<file path="src/rtl/pwm_fade_sequencer.sv">
// PWM fade sequencer: enables one PWM channel over a simple local write bus, then
// ramps its duty-cycle register from a start value towards a target in fixed
// steps, idling a programmable number of clocks between duty updates.
module pwm_fade_sequencer #(
    parameter int unsigned         ADDR_W      = 32,
    parameter int unsigned         DATA_W      = 32,
    parameter logic [ADDR_W-1:0]   CH_SEL_BASE = ADDR_W'(32'h0),
    parameter logic [ADDR_W-1:0]   DUTY_BASE   = ADDR_W'(32'h10),
    parameter int unsigned         CH_STRIDE   = 4
) (
    input  logic                  clk,
    input  logic                  rst,
    input  logic                  start,
    input  logic                  abort,
    input  logic [1:0]            channel,
    input  logic [7:0]            start_dc,
    input  logic [7:0]            target_dc,
    input  logic [7:0]            step,
    input  logic [15:0]           interval,
    output logic                  busy,
    output logic                  done,
    output logic                  aborted,
    output logic [7:0]            cur_dc,
    output logic [ADDR_W-1:0]     waddr,
    output logic [DATA_W-1:0]     wdata,
    output logic                  wen,
    output logic [DATA_W/8-1:0]   wstrb,
    input  logic                  wready
);

    typedef enum logic [2:0] {StIdle, StEnWr, StDcWr, StWait, StFin} state_e;

    state_e          state_q, state_d;
    logic [1:0]      ch_q;
    logic [7:0]      target_q;
    logic [7:0]      step_q;
    logic [15:0]     interval_q;
    logic [15:0]     wait_cnt_q;
    logic            abort_pend_q;
    logic            aborted_q;
    logic [7:0]      next_dc;
    logic [8:0]      sum_up;
    logic [ADDR_W-1:0] ch_off;
    logic            abort_any;
    logic            leave_on_abort;

    assign abort_any = abort_pend_q | abort;
    assign ch_off    = ADDR_W'(ch_q) * ADDR_W'(CH_STRIDE);
    assign sum_up    = {1'b0, cur_dc} + {1'b0, step_q};

    // Only an abort can take EN_WR, DC_WR or WAIT straight back to IDLE.
    assign leave_on_abort = (state_d == StIdle) &&
                            ((state_q == StEnWr) || (state_q == StDcWr) || (state_q == StWait));

    // Next duty value: step towards the target, clamped so it never overshoots or wraps.
    always_comb begin
        next_dc = target_q;
        if (step_q != 8'd0) begin
            if (cur_dc < target_q) begin
                if (sum_up < {1'b0, target_q}) next_dc = sum_up[7:0];
            end else if (cur_dc > target_q) begin
                if ((cur_dc - target_q) > step_q) next_dc = cur_dc - step_q;
            end
        end
    end

    // State register.
    always_ff @(posedge clk or posedge rst) begin
        if (rst) state_q <= StIdle;
        else     state_q <= state_d;
    end

    // Next-state logic; reaching the target wins over a pending abort.
    always_comb begin
        state_d = state_q;
        case (state_q)
            StIdle: if (start) state_d = StEnWr;
            StEnWr: if (wready) state_d = abort_any ? StIdle : StDcWr;
            StDcWr: begin
                if (wready) begin
                    if (next_dc == target_q) state_d = StFin;
                    else if (abort_any)      state_d = StIdle;
                    else                     state_d = StWait;
                end
            end
            StWait: begin
                if (abort)                   state_d = StIdle;
                else if (wait_cnt_q <= 16'd1) state_d = StDcWr;
            end
            StFin:   state_d = StIdle;
            default: state_d = StIdle;
        endcase
    end

    // Outputs decoded from the current state; bus fields are zero when no write is requested.
    always_comb begin
        wen   = 1'b0;
        waddr = '0;
        wdata = '0;
        wstrb = '0;
        busy  = (state_q != StIdle);
        done  = (state_q == StFin);
        case (state_q)
            StEnWr: begin
                wen   = 1'b1;
                waddr = CH_SEL_BASE + ch_off;
                wdata = DATA_W'(1);
                wstrb = '1;
            end
            StDcWr: begin
                wen   = 1'b1;
                waddr = DUTY_BASE + ch_off;
                wdata = DATA_W'(next_dc);
                wstrb = '1;
            end
            default: ;
        endcase
    end

    assign aborted = aborted_q;

    // Fade parameters, current duty, wait counter and abort bookkeeping.
    always_ff @(posedge clk or posedge rst) begin
        if (rst) begin
            ch_q         <= '0;
            target_q     <= '0;
            step_q       <= '0;
            interval_q   <= '0;
            cur_dc       <= '0;
            wait_cnt_q   <= '0;
            abort_pend_q <= 1'b0;
            aborted_q    <= 1'b0;
        end else begin
            aborted_q <= leave_on_abort;
            if ((state_q == StIdle) && start) begin
                ch_q       <= channel;
                target_q   <= target_dc;
                step_q     <= step;
                interval_q <= interval;
                cur_dc     <= start_dc;
            end
            if ((state_q == StDcWr) && wready) begin
                cur_dc     <= next_dc;
                wait_cnt_q <= interval_q;
            end else if ((state_q == StWait) && (wait_cnt_q > 16'd1)) begin
                wait_cnt_q <= wait_cnt_q - 16'd1;
            end
            // An abort seen during a write is held until that write is accepted.
            if (state_d == StIdle) begin
                abort_pend_q <= 1'b0;
            end else if (abort && ((state_q == StEnWr) || (state_q == StDcWr))) begin
                abort_pend_q <= 1'b1;
            end
        end
    end

endmodule

</file>
<file path="config.mk">
export PLATFORM = sky130hd
export DESIGN_NAME = pwm_fade_sequencer
export DESIGN_NICKNAME = d
export VERILOG_FILES = /design/src/rtl/pwm_fade_sequencer.sv
export SDC_FILE = /design/constraint.sdc
export NUM_CORES = 1
export LEC_CHECK = 0
export ABC_CLOCK_PERIOD_IN_PS = 5590
export CAP_MARGIN = 10
export CORE_AREA = 8 8 152 83
export CTS_CLUSTER_SIZE = 10
export DETAILED_ROUTE_END_ITERATION = 8
export DIE_AREA = 0 0 160 91
export GPL_TIMING_DRIVEN = 0
export HOLD_SLACK_MARGIN = 0.08
export PLACE_DENSITY_LB_ADDON = 0.15
export SYNTH_ARGS = -nofsm -noshare
export SYNTH_HDL_FRONTEND = slang
export SYNTH_SLANG_ARGS = --single-unit
</file>
<file path="constraint.sdc">
create_clock -name clk -period 5.59 [get_ports clk]
set_clock_uncertainty 0.15 [all_clocks]
set_input_delay 1.118 -clock clk [delete_from_list [all_inputs] [get_ports clk]]
set_output_delay 1.118 -clock clk [all_outputs]
set_load 0.01 [all_outputs]
</file>
### Yosys cells after proc, flatten, opt, wreduce, memory -nomap -nowiden

Cells that the tools add are included.

* add/sub/neg operators: 5
* bitwise operators: 1
* equality and inequality tests: 5
* $lt $le $gt $ge: 6
* reduce and logical (&&, ||, !) cells: 15
* multiplexer cells: 24

Operators with widths (count)
* 8-bit 2-to-1 mux: 7
* 16-bit 2-to-1 mux: 2
* 3-bit 2-to-1 mux: 6
* 16-bit by 1-bit > comparator with 1-bit output (second input constant): 1
* 8-bit > comparator: 2
* 16-bit by 1-bit less-or-equal comparator with 1-bit output (second input constant): 1
* 8-bit one-hot mux with 2 select lines: 1
* 16-bit by 1-bit subtractor with 16-bit output (second input constant): 1
* 8-bit subtractor: 2
* 3-bit one-hot mux with 4 select lines: 1
* 6-bit one-hot mux with 2 select lines: 1
* 8-bit by 8-bit adder with 9-bit output: 1
* 9-bit by 8-bit less-than comparator with 1-bit output: 1
* 8-bit equality test: 1
* 8-bit less-than comparator: 1
* 8-bit nonzero test: 1
* 5-bit by 4-bit adder with 6-bit output (first input constant): 1
* 3-bit by 2-bit equality test with 1-bit output (second input constant): 2
* 3-bit logical NOT: 2
* 2-bit nonzero test: 3
* 1-bit logical AND: 5
* 2-bit 2-to-1 mux: 2
* 4-bit 2-to-1 mux: 1
* 3-bit by 1-bit equality test with 1-bit output (second input constant): 1
* other kinds (6): 9

* word-level logic and storage cells: 65
* output and inout port bits: 80
* bits of input ports: 47
* register bits: 63

### Depth between registers and ports, before layout

Gate-level depths: netlist of the first run.

* depth after elaboration: 12
* depth in mapped cells: 19
* depth with buffers taken out: 18

### Worst setup path before layout of the first run

No wires, ideal clock.

* kind: register -> output
* start: reg cur_dc[0]
* end: out wdata[5]
* buffers on the path: 0
* cell stages (with the launch flop): 15
* setup slack: 0.491 ns
* arrival time: 3.831 ns
* data required time: 4.322 ns
* cell sequence: dfrtp_1 -> ha_1 -> fa_1 -> nor2b_1 -> o311a_1 -> o31a_1 -> xnor2_2 -> ha_1 -> o21a_1 -> o21ai_0 -> o21ai_0 -> a311oi_4 -> o21ai_1 -> a221o_1 -> nor2_1

* cells in the longest elaborated chain, start to end: 7
* elaborated cells on any way between the ends: 13
* classes of those cells: add/sub (3); order compare (4); mux (6)

Ends and longest elaborated chain
* start, declared: RTL line 23 `output logic [7:0] cur_dc,`
* start signal, assigned: RTL line 140 `cur_dc <= start_dc;`
* start signal, assigned: RTL line 143 `cur_dc <= next_dc;`
* 8-bit subtractor: RTL line 62 `if ((cur_dc - target_q) > step_q) next_dc = cur_dc - step_q;`
* 8-bit > comparator: RTL line 62
* 8-bit 2-to-1 mux: RTL line 62
* 8-bit 2-to-1 mux: RTL line 61 `end else if (cur_dc > target_q) begin`
* 8-bit 2-to-1 mux (*): RTL line 59 `if (cur_dc < target_q) begin`
* 8-bit 2-to-1 mux (*): RTL line 58 `if (step_q != 8'd0) begin`
* 8-bit one-hot mux with 2 select lines (*): RTL line 103 `case (state_q)`
* end, declared: RTL line 25 `output logic [DATA_W-1:0] wdata,`

Mark *: on every way between the ends. The rest lies on a longest branch, timed or not.

### Final worst setup path of the first run

* start: reg step_q[0]
* end: out wdata[5]

* cells in the longest elaborated chain, start to end: 6
* elaborated cells on any way between the ends: 11
* classes of those cells: add/sub (2); order compare (2); mux (6); reduce/logical (1)

Ends and longest elaborated chain
* start, declared: RTL line 36 `logic [7:0] step_q;`
* start signal, assigned: RTL line 138 `step_q <= step;`
* 8-bit by 8-bit adder with 9-bit output (tied with other cells): RTL line 49 `assign sum_up = {1'b0, cur_dc} + {1'b0, step_q};`
* 9-bit by 8-bit less-than comparator with 1-bit output / 8-bit 2-to-1 mux (equally long branches): RTL line 60, 62
* 8-bit 2-to-1 mux, on equally long branches: RTL line 60, 61
* 8-bit 2-to-1 mux: RTL line 59
* 8-bit 2-to-1 mux (*): RTL line 58
* 8-bit one-hot mux with 2 select lines (*): RTL line 103

Marks and branches as above.

==> results of run 1 <==
cell families after synthesis:
kind of cell,after synthesis,share of synthesized area [%]
muxes,30,6.26
adders and majority gates,43,10.8
xor gates and xnor gates,31,5.37
AOI/OAI and AO/OA,146,19.8
and+or+nand+nor,157,14.7
buffers and inverters,116,12.6
DFF,63,30.3
other,1,0.0722
critical path, stage by stage (launching register included):
cell      delay (ns)
dfrtp_2         0.45
ha_4            0.19
fa_2            0.35
nor2b_4         0.15
o311a_1         0.30
o31a_1          0.29
xnor2_2         0.25
ha_4            0.25
o21a_1          0.11
o21ai_2         0.20
o21ai_2         0.10
a311oi_4        0.36
buf_4           0.20
o21ai_2         0.11
a221o_1         0.37
nor2_1          0.13
buf_2           0.15
routing by layer:
metal	share of wire (%)	global-route usage, %
met2	39	32.5
met3	12	8.83
met5	0	0
met4	0.58	3.94
met1	48	36.4
worst max path at each step:
stage                           start        to
after global routing        step_q[3]  wdata[2]
after floorplan             cur_dc[0]  wdata[5]
after detailed placement    step_q[0]  wdata[0]
final                       step_q[0]  wdata[5]
after CTS                 target_q[1]  wdata[3]
after global placement      step_q[0]  wdata[0]
cell type report:
type / instances / area [µm²]
Tap cell: 145 / 181
Fill cell: 906 / 3490
Timing Repair Buffer: 105 / 963
Buffer: 79 / 526
Inverter: 37 / 141
Sequential cell: 63 / 1580
Clock inverter: 7 / 105
Multi-Input combinational cell: 460 / 3330
Clock buffer: 9 / 225
sequential cells by signal (all words and copies together), names as in the netlist:
name	count
target_q	8
cur_dc	8
step_q	8
state_q	3
abort_pend_q	1
ch_q	2
wait_cnt_q	16
aborted	1
interval_q	16
through the flow:
step | setup TNS (ns) | setup WS, ns | instance area (µm²)
after floorplan | 0 | 0.491 | 5390
after global placement | -4.75 | -0.803 | 6300
after detailed placement | -4.85 | -0.763 | 6320
after CTS | -0.0435 | -0.0435 | 6860
after global routing | -0.593 | -0.116 | 7050
final | 0 | 0.0259 | 7050
synthesized netlist by cell type (3+ instances only):
cell,n
a211oi_1,6
xor2_1,5
buf_1,5
nor4_1,4
ha_1,40
a31oi_1,3
nand4_1,5
a21o_1,4
nand2_1,46
nor2_1,36
o211ai_1,7
clkbuf_1,11
nor3_1,13
a21oi_1,26
dfrtp_1,63
mux2_2,20
buf_2,6
nor2b_1,5
a221o_1,5
buf_4,57
nand3_1,17
a22oi_1,11
o22ai_1,4
o21ai_1,5
mux2i_1,10
or3_1,3
and2_1,3
o21ai_0,39
fa_1,3
xnor2_1,25
nand2b_1,10
o21bai_1,5
a211o_1,4
inv_1,37
what timing repair did:
action / 4_1_cts / 5_1_grt
pin swaps: 8 / 15
resized for setup: 58 / 26
setup buffers: 18 / 13
setup endpoints to repair: 8 / 8
==> flow_summary_export.csv, run 1 <==
group,metric,value,unit
yosys,synth_top_area_share,30.3,%
worst_setup_path,cp-end-kind,"output pin",
detailed_routing,antenna_left,0,
floorplanning,coreArea,10500,µm²
worst_setup_path,cp_max_fo,5,
floorplanning,fp.dieH,91,µm
detailed_routing,via_per_inst,5.50,
timing,min_period,5.56,ns
worst_setup_path,crit_arrival,4.30,ns
min_path,whs_path_depth,2,
grt,antenna_found_initial,0,
final_layout,final_cell_mix,"86 x buf_4, 65 x clkdlybuf4s50_1, 59 x dfrtp_1",
grt,grt_pass1_vias,4801,
min_path,hold_end,"wait_cnt_q[9]",
grt,grt_first_pass_wirelength,27.6,mm
min_path,hp-class,"flip-flop to flip-flop",
detailed_routing,wire_per_inst,20.0,µm
detailed_routing,totalWireLength,18.1,mm
final_layout,antenna_cells,0,
final_layout,areaGrowthSynthToFinish,35.7,%
yosys,yosysTopAreaCell,"dfrtp_1",
detailed_routing,first_iter_violations,427,
cts,ctsHtreeMaxLevel,3,
timing,rsz0062_at_grt,"yes",
place,hpwl,14.2,mm
worst_setup_path,worstPathRequired,4.32,ns
run,cap_violations,0,
detailed_routing,remaining_drc_errors,0,
final_layout,layout.cells.non_filler,905,
yosys,synth_seq_cells,63,
timing,period_share,99.5,%
yosys,async_flop_share,100,%
floorplanning,num_rows,27,
detailed_routing,vias,4980,
yosys,synthCells,587,
yosys,avgSynthCellArea,8.85,µm²
yosys,yosysWarnings,0,
yosys,ys_types,69,
yosys,syn-cell-area,5190,µm²
cts,cts_tree,"yes",
floorplanning,start_util,49.3,%
yosys,synth_area_leaders,"dfrtp_1 30%, ha_1 9.6%, buf_4 8.2%",
worst_setup_path,reg2reg_depth,19,
floorplanning,dieArea,14600,µm²
yosys,synth-edff-count,0,
timing,holdWs,0.319,ns
worst_setup_path,reg2reg_to,"cur_dc[2]",
place,place.gp.congestion,0.990,
final_layout,final_nets,845,
cts,clock-root-buffer,"clkbuf_16",
cts,clockBufferDepth,2,
cts,hold_buffers,0,
place,dp_cells,858,
grt,grt_usage,24.3,%
timing,slew_viol_final,0,
min_path,hold_path.startpoint,"interval_q[9]",
floorplanning,die_w,160,µm
cts,insertion_delay,0.34,ns
grt,grt_start_max_net_pins,38,
timing,slew_headroom,24.7,%
final_layout,final_common_cell,"buf_4",
cts,cts.clk_slew.worst_paths,0.06,ns
worst_setup_path,r2r_start,"step_q[0]",
timing,fmax,180,MHz
yosys,ys.flop_type,"dfrtp_1",
place,place.port_buffers,73,
cts,cts.sinks,63,
timing,finalHoldViolCount,0,
timing,setup_viol,0,
floorplanning,io_pins,127,
yosys,yosysSeqAreaShare,30.3,%
final_layout,drive_above_1_share,25.0,%
grt,grt-ovfl-total,0,
worst_setup_path,criticalPathCategory,"flip-flop to output pin",
run_status,status,"completed",
timing,worstMarginPinSlew,1.12,ns
worst_setup_path,r2r_slack,1.32,ns
cts,cts_made_buffers,9,
final_layout,fin_util,66.9,%
worst_setup_path,worstSetupStartpointType,"flip-flop",
detailed_routing,first_pass_iters,5,
Power of run 1 is left out: the tool's default activity adds up to more than one toggle a clock period on the data nets, which glitch-free logic cannot reach.
==> run 2, diff against run 1 <==
- CORE_AREA: 8 8 152 83 -> 2 2 146 77
- DIE_AREA: 0 0 160 91 -> 0 0 148 79
==> run 2 against run 1 <==
  * The run now ends with setup timing left
  * First-iteration DRC count up 8.7%
  * Clock-buffer cell count unchanged
  * Register-to-register slack better by 0.07 ns
  * Non-clock buffer count unchanged
  * Cell count unchanged
  * Core utilization up 0.52 points
  * Sequential share of layout area down 0.17 points
  * Global-route usage up 5.8 points
  * Worst hold slack better by 0.0029 ns
  * Worst setup slack worse by 0.030 ns
  * Critical path depth up 1
  * Critical endpoint is now wdata[0]
  * Largest cell class unchanged
==> flow_summary_export.csv, run 2 (same netlist as run 1, synthesis figures left out) <==
group,metric,value,unit
run_status,status,"finished, violations left",
run_status,violations,"setup timing",
floorplanning,start_util,49.3,%
final_layout,final_common_cell,"buf_4",
final_layout,antenna_cells,0,
run,cap_violations,0,
min_path,hp-class,"flip-flop to flip-flop",
cts,clock-root-buffer,"clkbuf_16",
grt,grt_usage,30.0,%
floorplanning,coreArea,10500,µm²
floorplanning,io_pins,127,
timing,worst_slack,-0.00423,ns
worst_setup_path,r2r_start,"step_q[0]",
worst_setup_path,reg2reg_depth,17,
place,place.gp.congestion,0.982,
final_layout,fillers,891,
worst_setup_path,cp_num_buf_inv,2,
timing,worstMarginPinSlew,1.10,ns
grt,antenna_found_initial,0,
cts,cts.sinks,63,
floorplanning,fp.dieH,79,µm
detailed_routing,wire_per_inst,19.4,µm
worst_setup_path,reg2reg_to,"cur_dc[0]",
place,place.port_buffers,73,
cts,ctsHtreeMaxLevel,3,
cts,cts_tree,"yes",
final_layout,top_regs,"interval_q x16, wait_cnt_q x16",
timing,finalHoldViolCount,0,
worst_setup_path,cp_slowest_stage_delay,0.44,ns
final_layout,final_nets,845,
worst_setup_path,worstSetupStartpointType,"flip-flop",
worst_setup_path,crit_chain,"ha_4 -> fa_2 -> nor2b_4 -> o311a_1 -> o31a_1 -> xnor2_2 -> ha_4 -> o21a_1 -> o21ai_2 -> o21ai_2 -> a311oi_4 -> buf_6 -> nand2_8 -> a21oi_4 -> mux2i_4 -> o22ai_2 -> buf_2",
worst_setup_path,startpoint,"step_q[0]",
grt,grt_first_pass_wirelength,26.1,mm
detailed_routing,antenna_left,0,
timing,min_period,5.59,ns
floorplanning,dieArea,11700,µm²
worst_setup_path,worstPathRequired,4.32,ns
worst_setup_path,cp_top_family,"compound AO/OA/AOI/OAI gates",
detailed_routing,totalWireLength,17.6,mm
cts,cts_made_buffers,9,
final_layout,areaGrowthSynthToFinish,36.8,%
floorplanning,num_rows,27,
place,pre_cts_ws,-0.840,ns
final_layout,drive_above_1_share,25.7,%
grt,grt_start_max_net_pins,42,
worst_setup_path,slowest_stage,"dfrtp_2",
worst_setup_path,crit_arrival,4.33,ns
timing,period_share,100,%
detailed_routing,first_pass_iters,4,
cts,hold_buffers,0,
detailed_routing,first_iter_violations,464,
grt,grt_pass1_vias,4573,
cts,clockBufferDepth,2,
detailed_routing,vias,5091,
timing,fmax,179,MHz
worst_setup_path,cp_max_fo,4,
floorplanning,die_w,148,µm
final_layout,final_cell_mix,"82 x buf_4, 65 x clkdlybuf4s50_1, 59 x dfrtp_1",
detailed_routing,remaining_drc_errors,0,
worst_setup_path,cp-end-kind,"output pin",
timing,slew_headroom,26.2,%
detailed_routing,via_per_inst,5.63,
worst_setup_path,worstSetupPathDepth,17,
grt,grt-ovfl-total,0,
timing,setup_viol,1,
cts,cts.clk_slew.worst_paths,0.06,ns
worst_setup_path,r2r_slack,1.39,ns
timing,rsz0062_at_grt,"yes",
worst_setup_path,crit_end,"wdata[0]",
cts,insertion_delay,0.34,ns
timing,slew_viol_final,0,
worst_setup_path,criticalPathCategory,"flip-flop to output pin",
place,hpwl,13.4,mm
[run 2: changes by cell type in the layout (fill, tap and decap cells not counted), sizes merged]
cell           change
buf                -3
clkbuf             +3
bufinv             -1
clkdlybuf4s15      -1
clkinv             +1
dlygate4sd2        +1
[run 2: final cells by class]
class                   instances  area, µm²  share of cell area [%]
inverters                      37        144                    2.02
repair buffers                105        972                    13.7
clock inverters                 7       77.6                    1.09
plain buffers                  79        528                    7.43
flip-flops and latches         63       1580                    22.3
clock buffers                   9        225                    3.17
multi-input cells             460       3400                    47.8
well taps                     145        181                    2.55
[run 2: how the worst min path moves through the flow]
stage | to | startpoint | slack [ns] | depth (start not counted)
2_1_floorplan | wait_cnt_q[9] | interval_q[9] | 0.28 | 2
3_3_place_gp | wait_cnt_q[9] | interval_q[9] | 0.30 | 2
3_5_place_dp | wait_cnt_q[9] | interval_q[9] | 0.31 | 2
4_1_cts | wait_cnt_q[9] | interval_q[9] | 0.33 | 2
5_1_grt | wait_cnt_q[9] | interval_q[9] | 0.35 | 2
6_report | wait_cnt_q[9] | interval_q[9] | 0.32 | 2
[run 2: worst min-delay path, cell delays in order, from the launching register on]
cell and delay (ns):
dfrtp_1 0.35, nand2_1 0.05, nand2_1 0.04
[run 2: metal layers]
layer / wire length [µm] / global-route usage (%) / up-vias
li1: - / - / 2326
met1: 8420 / 46.9 / 2452
met2: 7000 / 40.3 / 302
met3: 2040 / 9.71 / 11
met4: 123 / 4.67 / 0
met5: 0 / 0 / -
[run 2: timing repair]
item                                    in CTS  in global routing
endpoints found under the setup margin       8                  8
pin swaps                                   13                 24
buffers inserted                            20                 11
gates resized for setup                     58                 39
gates cloned                                 0                  0
[run 2: metrics by stage]
step / util (%) / TNS (ns) / area [µm²] / instances / hold WS [ns]
2_1_floorplan: - / 0 / 5390 / 639 / 0.285
3_3_place_gp: 59.8 / -4.30 / 6300 / 857 / 0.301
3_5_place_dp: 60.0 / -4.44 / 6320 / 858 / 0.313
4_1_cts: 65.2 / -0.112 / 6880 / 894 / 0.327
5_1_grt: 67.4 / -0.301 / 7110 / 905 / 0.345
6_report: 67.4 / -0.00423 / 7110 / 905 / 0.322
Power of run 2 is left out for the same reason.
==> RTL edit 1: new RTL, flow settings as in run 2 <==
Change the parameter `ADDR_W` from 32 to 36.
--- a/src/rtl/pwm_fade_sequencer.sv
+++ b/src/rtl/pwm_fade_sequencer.sv
@@ -4,3 +4,3 @@
 module pwm_fade_sequencer #(
-    parameter int unsigned         ADDR_W      = 32,
+    parameter int unsigned         ADDR_W      = 36,
     parameter int unsigned         DATA_W      = 32,
Ports: changed (resized waddr); port bits go from 127 to 131. The function was not compared with the original's and may differ.
==> RTL edit 1 against run 2 <==
- the run still ends with setup timing left
- count of clock-buffer cells in the layout unchanged
- sequential cell count unchanged
- worst setup slack worse by 38 ps
- routed wire length down 2.9%
- global-route usage down 0.88 points
- cell area down 0.18%
- synthesized area up 0.58%
- register-to-register slack worse by 140 ps
- first-iteration DRC count up 13%
- critical endpoint unchanged
- highest routed layer unchanged
Power is left out: the tool's default activity adds up to more than one toggle a clock period on the data nets, which glitch-free logic cannot reach.
==> RTL edit 1: results <==
export IMPL_synth_compound_area_share_pct=19.7
export IMPL_use_met2_pct=38.1
export IMPL_antenna_found_initial=1
export IMPL_ys_types=69
export IMPL_fin_cells=912
export IMPL_ys_seq_area_share_pct=30.2
export IMPL_track_usage_pct=29.2
export IMPL_first_iter_violations=526
export IMPL_cts_hold_buf=0
export IMPL_synth_mux_area_share_pct=6.23
export IMPL_wl_per_cell_um=18.7
export IMPL_yosys_most_used_dff="dfrtp_1"
export IMPL_gp_congestion=0.972
export IMPL_viasPerCell=5.57
export IMPL_yosys_top_cells_area="dfrtp_1 (30%), ha_1 (9.6%), buf_4 (8.8%), mux2_2 (4.3%), xnor2_1 (4.2%)"
export IMPL_hp_start="interval_q[10]"
export IMPL_cp_data_arrival_time_ps=4360
export IMPL_syn_instance_count=591
export IMPL_path_clk_slew_ps=60
export IMPL_fill_cells=881
export IMPL_synth_xor_area_share_pct=5.34
export IMPL_drt_pass1_iterations=5
export IMPL_nNetsFinal=852
export IMPL_cp_slowest_cell="dfrtp_2"
export IMPL_relSlewSlack_pct=17.5
export IMPL_use_met1_pct=47.1
export IMPL_postCtsSetupBuffers=16
export IMPL_status="finished with violations"
export IMPL_rrSetupSlack_ps=1250
export IMPL_dp_hpwl_um=13300
export IMPL_grt_max_degree=36
export IMPL_dp_cells=866
export IMPL_pre_cts_ws_ps=-646
export IMPL_worstHoldEndpoint="wait_cnt_q[10]"
export IMPL_synthTopCellsByCount="dfrtp_1 (63), buf_4 (61), nand2_1 (46), ha_1 (40), o21ai_0 (39)"
export IMPL_setup_slack_ps=-41.9
export IMPL_timing_rr_end="cur_dc[3]"
export IMPL_final_setup_tns_ps=-83.3
export IMPL_cts_resized=58
export IMPL_reg2reg_depth=18
export IMPL_async_flop_share_pct=100
export IMPL_synthAdderAreaFrac_pct=10.7
export IMPL_grt_pass1_wl_um=25600
export IMPL_gr_usage_met3_pct=8.68
export IMPL_insertion_delay_ps=340
export IMPL_drive_above_1_share_pct=25.3
export IMPL_grt_pass1_vias=4546
export IMPL_setup_viol=2
export IMPL_failed_checks="setup timing"
## RTL edit 1: cell type report
| class | count | area [um2] | share of cell area [%] |
|---|---|---|---|
| tap | 145 | 181 | 2.56 |
| sequential | 63 | 1580 | 22.3 |
| buffer | 83 | 561 | 7.90 |
| clock inverter | 7 | 105 | 1.48 |
| timing repair buffer | 104 | 958 | 13.5 |
| multi-input combinational | 464 | 3340 | 47.1 |
| inverter | 37 | 141 | 1.99 |
| clock buffer | 9 | 225 | 3.17 |
## RTL edit 1: per-layer routing
| layer | share of wire (%) | vias to the layer above |
|---|---|---|
| met1 | 50 | 2433 |
| met5 | 0 | - |
| met2 | 38 | 289 |
| met3 | 12 | 18 |
| li1 | - | 2337 |
| met4 | 0.64 | 0 |
## RTL edit 1: per-stage QoR
step	hold slack, ps	instance area [um2]
2_1_floorplan	285	5440
3_3_place_gp	303	6350
3_5_place_dp	311	6370
4_1_cts	326	6910
5_1_grt	345	7090
6_report	331	7090
==> RTL edit 2: new RTL, flow settings as in run 2 <==
Made on the original files. Re-encode `state_e` (5 states) as one-hot, 5 bits wide.
--- a/src/rtl/pwm_fade_sequencer.sv
+++ b/src/rtl/pwm_fade_sequencer.sv
@@ -30,3 +30,3 @@
 
-    typedef enum logic [2:0] {StIdle, StEnWr, StDcWr, StWait, StFin} state_e;
+    typedef enum logic [4:0] {StIdle = 5'b00001, StEnWr = 5'b00010, StDcWr = 5'b00100, StWait = 5'b01000, StFin = 5'b10000} state_e;
 
Check against the original RTL: same outputs for any inputs over 4 cycles, from zero or initial values and one cycle with rst high; so few cycles prove little.
==> RTL edit 2 against run 2 <==
- sequential cell count up 2
- die area did not move
- cell area is 1.8% lower
- critical path type unchanged
- synthesized area increased by 0.79%
- non-clock buffer count decreased by 20
- worst setup slack improved by 75 ps
- routed wire length is 2.1% lower
- maximum frequency is 1.4% higher
- synthesized cell count up 8.0%
Power is left out: the tool's default activity adds up to more than one toggle a clock period on the data nets, which glitch-free logic cannot reach.
==> RTL edit 2: results <==
export IMPL_yosys_top_cells_area="dfrtp_1 (31%), ha_1 (9.6%), nand2_1 (8.5%), buf_4 (8.2%), o21ai_0 (4.3%)"
export IMPL_cp_max_fo=7
export IMPL_status="finished, final reports clean"
export IMPL_num_vias=5132
export IMPL_synth_mux_area_share_pct=0.789
export IMPL_hp_start="ch_q[0]"
export IMPL_ys_seq_area_share_pct=31.1
export IMPL_dp_hpwl_um=13100
export IMPL_synth_compound_area_share_pct=19.6
export IMPL_crit_family="compound AO/OA/AOI/OAI gates"
export IMPL_timing_rr_end="aborted"
export IMPL_r2r_start="step_q[0]"
export IMPL_holdPathStages=2
export IMPL_clk_path_buf_depth=2
export IMPL_dpl_instance_area_um2=6360
export IMPL_worstHoldEndpoint="ch_q[0]"
export IMPL_antenna_found_initial=0
export IMPL_dp_cells=905
export IMPL_grt_max_degree=44
export IMPL_track_usage_pct=30.0
export IMPL_viasPerCell=5.50
export IMPL_hold_worst_slack_ps=323
export IMPL_grt_pass1_vias=4755
export IMPL_cts_made_buffers=9
export IMPL_io_buffer_count=73
export IMPL_slowest_delay_ps=480
export IMPL_num_antenna_cells=0
export IMPL_htreeDepth=3
export IMPL_nNetsFinal=873
export IMPL_first_iter_violations=575
export IMPL_wl_per_cell_um=18.4
export IMPL_ys_types=69
export IMPL_grt_pass1_wl_um=26500
export IMPL_critPathLaunchType="register"
export IMPL_syn_instance_count=634
export IMPL_gp_congestion=0.963
export IMPL_cp_slowest_cell="dfrtp_1"
export IMPL_async_flop_share_pct=100
export IMPL_insertion_delay_ps=330
export IMPL_drive_above_1_share_pct=18.8
export IMPL_hold_class="register to register"
export IMPL_root_buffer="clkbuf_16"
export IMPL_rrSetupSlack_ps=1190
export IMPL_yosys_most_used_dff="dfrtp_1"
export IMPL_path_clk_slew_ps=60
export IMPL_synthAdderAreaFrac_pct=10.7
export IMPL_synth_xor_area_share_pct=5.40
export IMPL_drt_pass1_iterations=5
export IMPL_reg2reg_depth=15
export IMPL_pre_cts_ws_ps=-1030
export IMPL_synthTopCellsByCount="nand2_1 (118), dfrtp_1 (64), buf_4 (57), o21ai_0 (45), ha_1 (40)"
export IMPL_worst_pin_slew_ps=1020
export IMPL_cp_data_arrival_time_ps=4250
export IMPL_yosys_warnings=0
export IMPL_crit_path_start="target_q[0]"
RTL edit 2: cell count changes after synthesis, moves of 7 or more:
| cell | run 2 | this run |
|---|---|---|
| mux2_2 | 20 | 1 |
| mux2i_1 | 10 | 3 |
| xnor2_1 | 25 | 16 |
| clkbuf_1 | 11 | 19 |
| nand2_1 | 46 | 118 |
RTL edit 2: worst min-delay path: cells and delay by family, from the launching register on:
family / cells / cell delay (ps)
AND/OR/NAND/NOR: 2 / 100
flip-flops: 1 / 340
RTL edit 2: logic make-up (layout without fill, tap and decap cells):
group / count (synthesis) / after routing
simple gates: 231 / 231
compound gates: 150 / 151
buf+inv: 111 / 212
flops: 65 / 65
fa+ha+maj: 43 / 43
xor+xnor: 29 / 29
mux: 4 / 4
other cells: 1 / 53
RTL edit 2: layout make-up:
cell class	count	area, um2
clock buffers	10	239
inverters	32	123
multi-input cells	511	3360
fillers	903	3560
clock inverters	6	115
plain buffers	77	513
well taps	145	181
flip-flops and latches	65	1630
repair buffers	87	813
RTL edit 2: worst max path at each step:
| stage | endpoint | cells after the start | slack [ps] |
|---|---|---|---|
| global route | wdata[5] | 19 | -130 |
| finish | wdata[5] | 18 | 70 |
| global placement | wdata[7] | 20 | -960 |
| detailed placement | wdata[6] | 20 | -1030 |
| floorplan | wdata[5] | 19 | 630 |
| CTS | wdata[7] | 19 | 7 |
RTL edit 2: timing repair:
| item | in CTS | in global routing |
|---|---|---|
| buffers inserted | 8 | 5 |
| endpoints found under the setup margin | 8 | 8 |
| resized for setup | 49 | 28 |
| cloned | 1 | 0 |
| pin swaps | 14 | 10 |
RTL edit 2: routing by layer:
layer  GRT usage (%)  share of wire, %  vias to the layer above
li1                -                 -                     2424
met1            47.1                49                     2362
met2            39.9                37                      323
met3            9.25                13                       23
met4            5.90               1.4                        0
met5               0                 0                        -
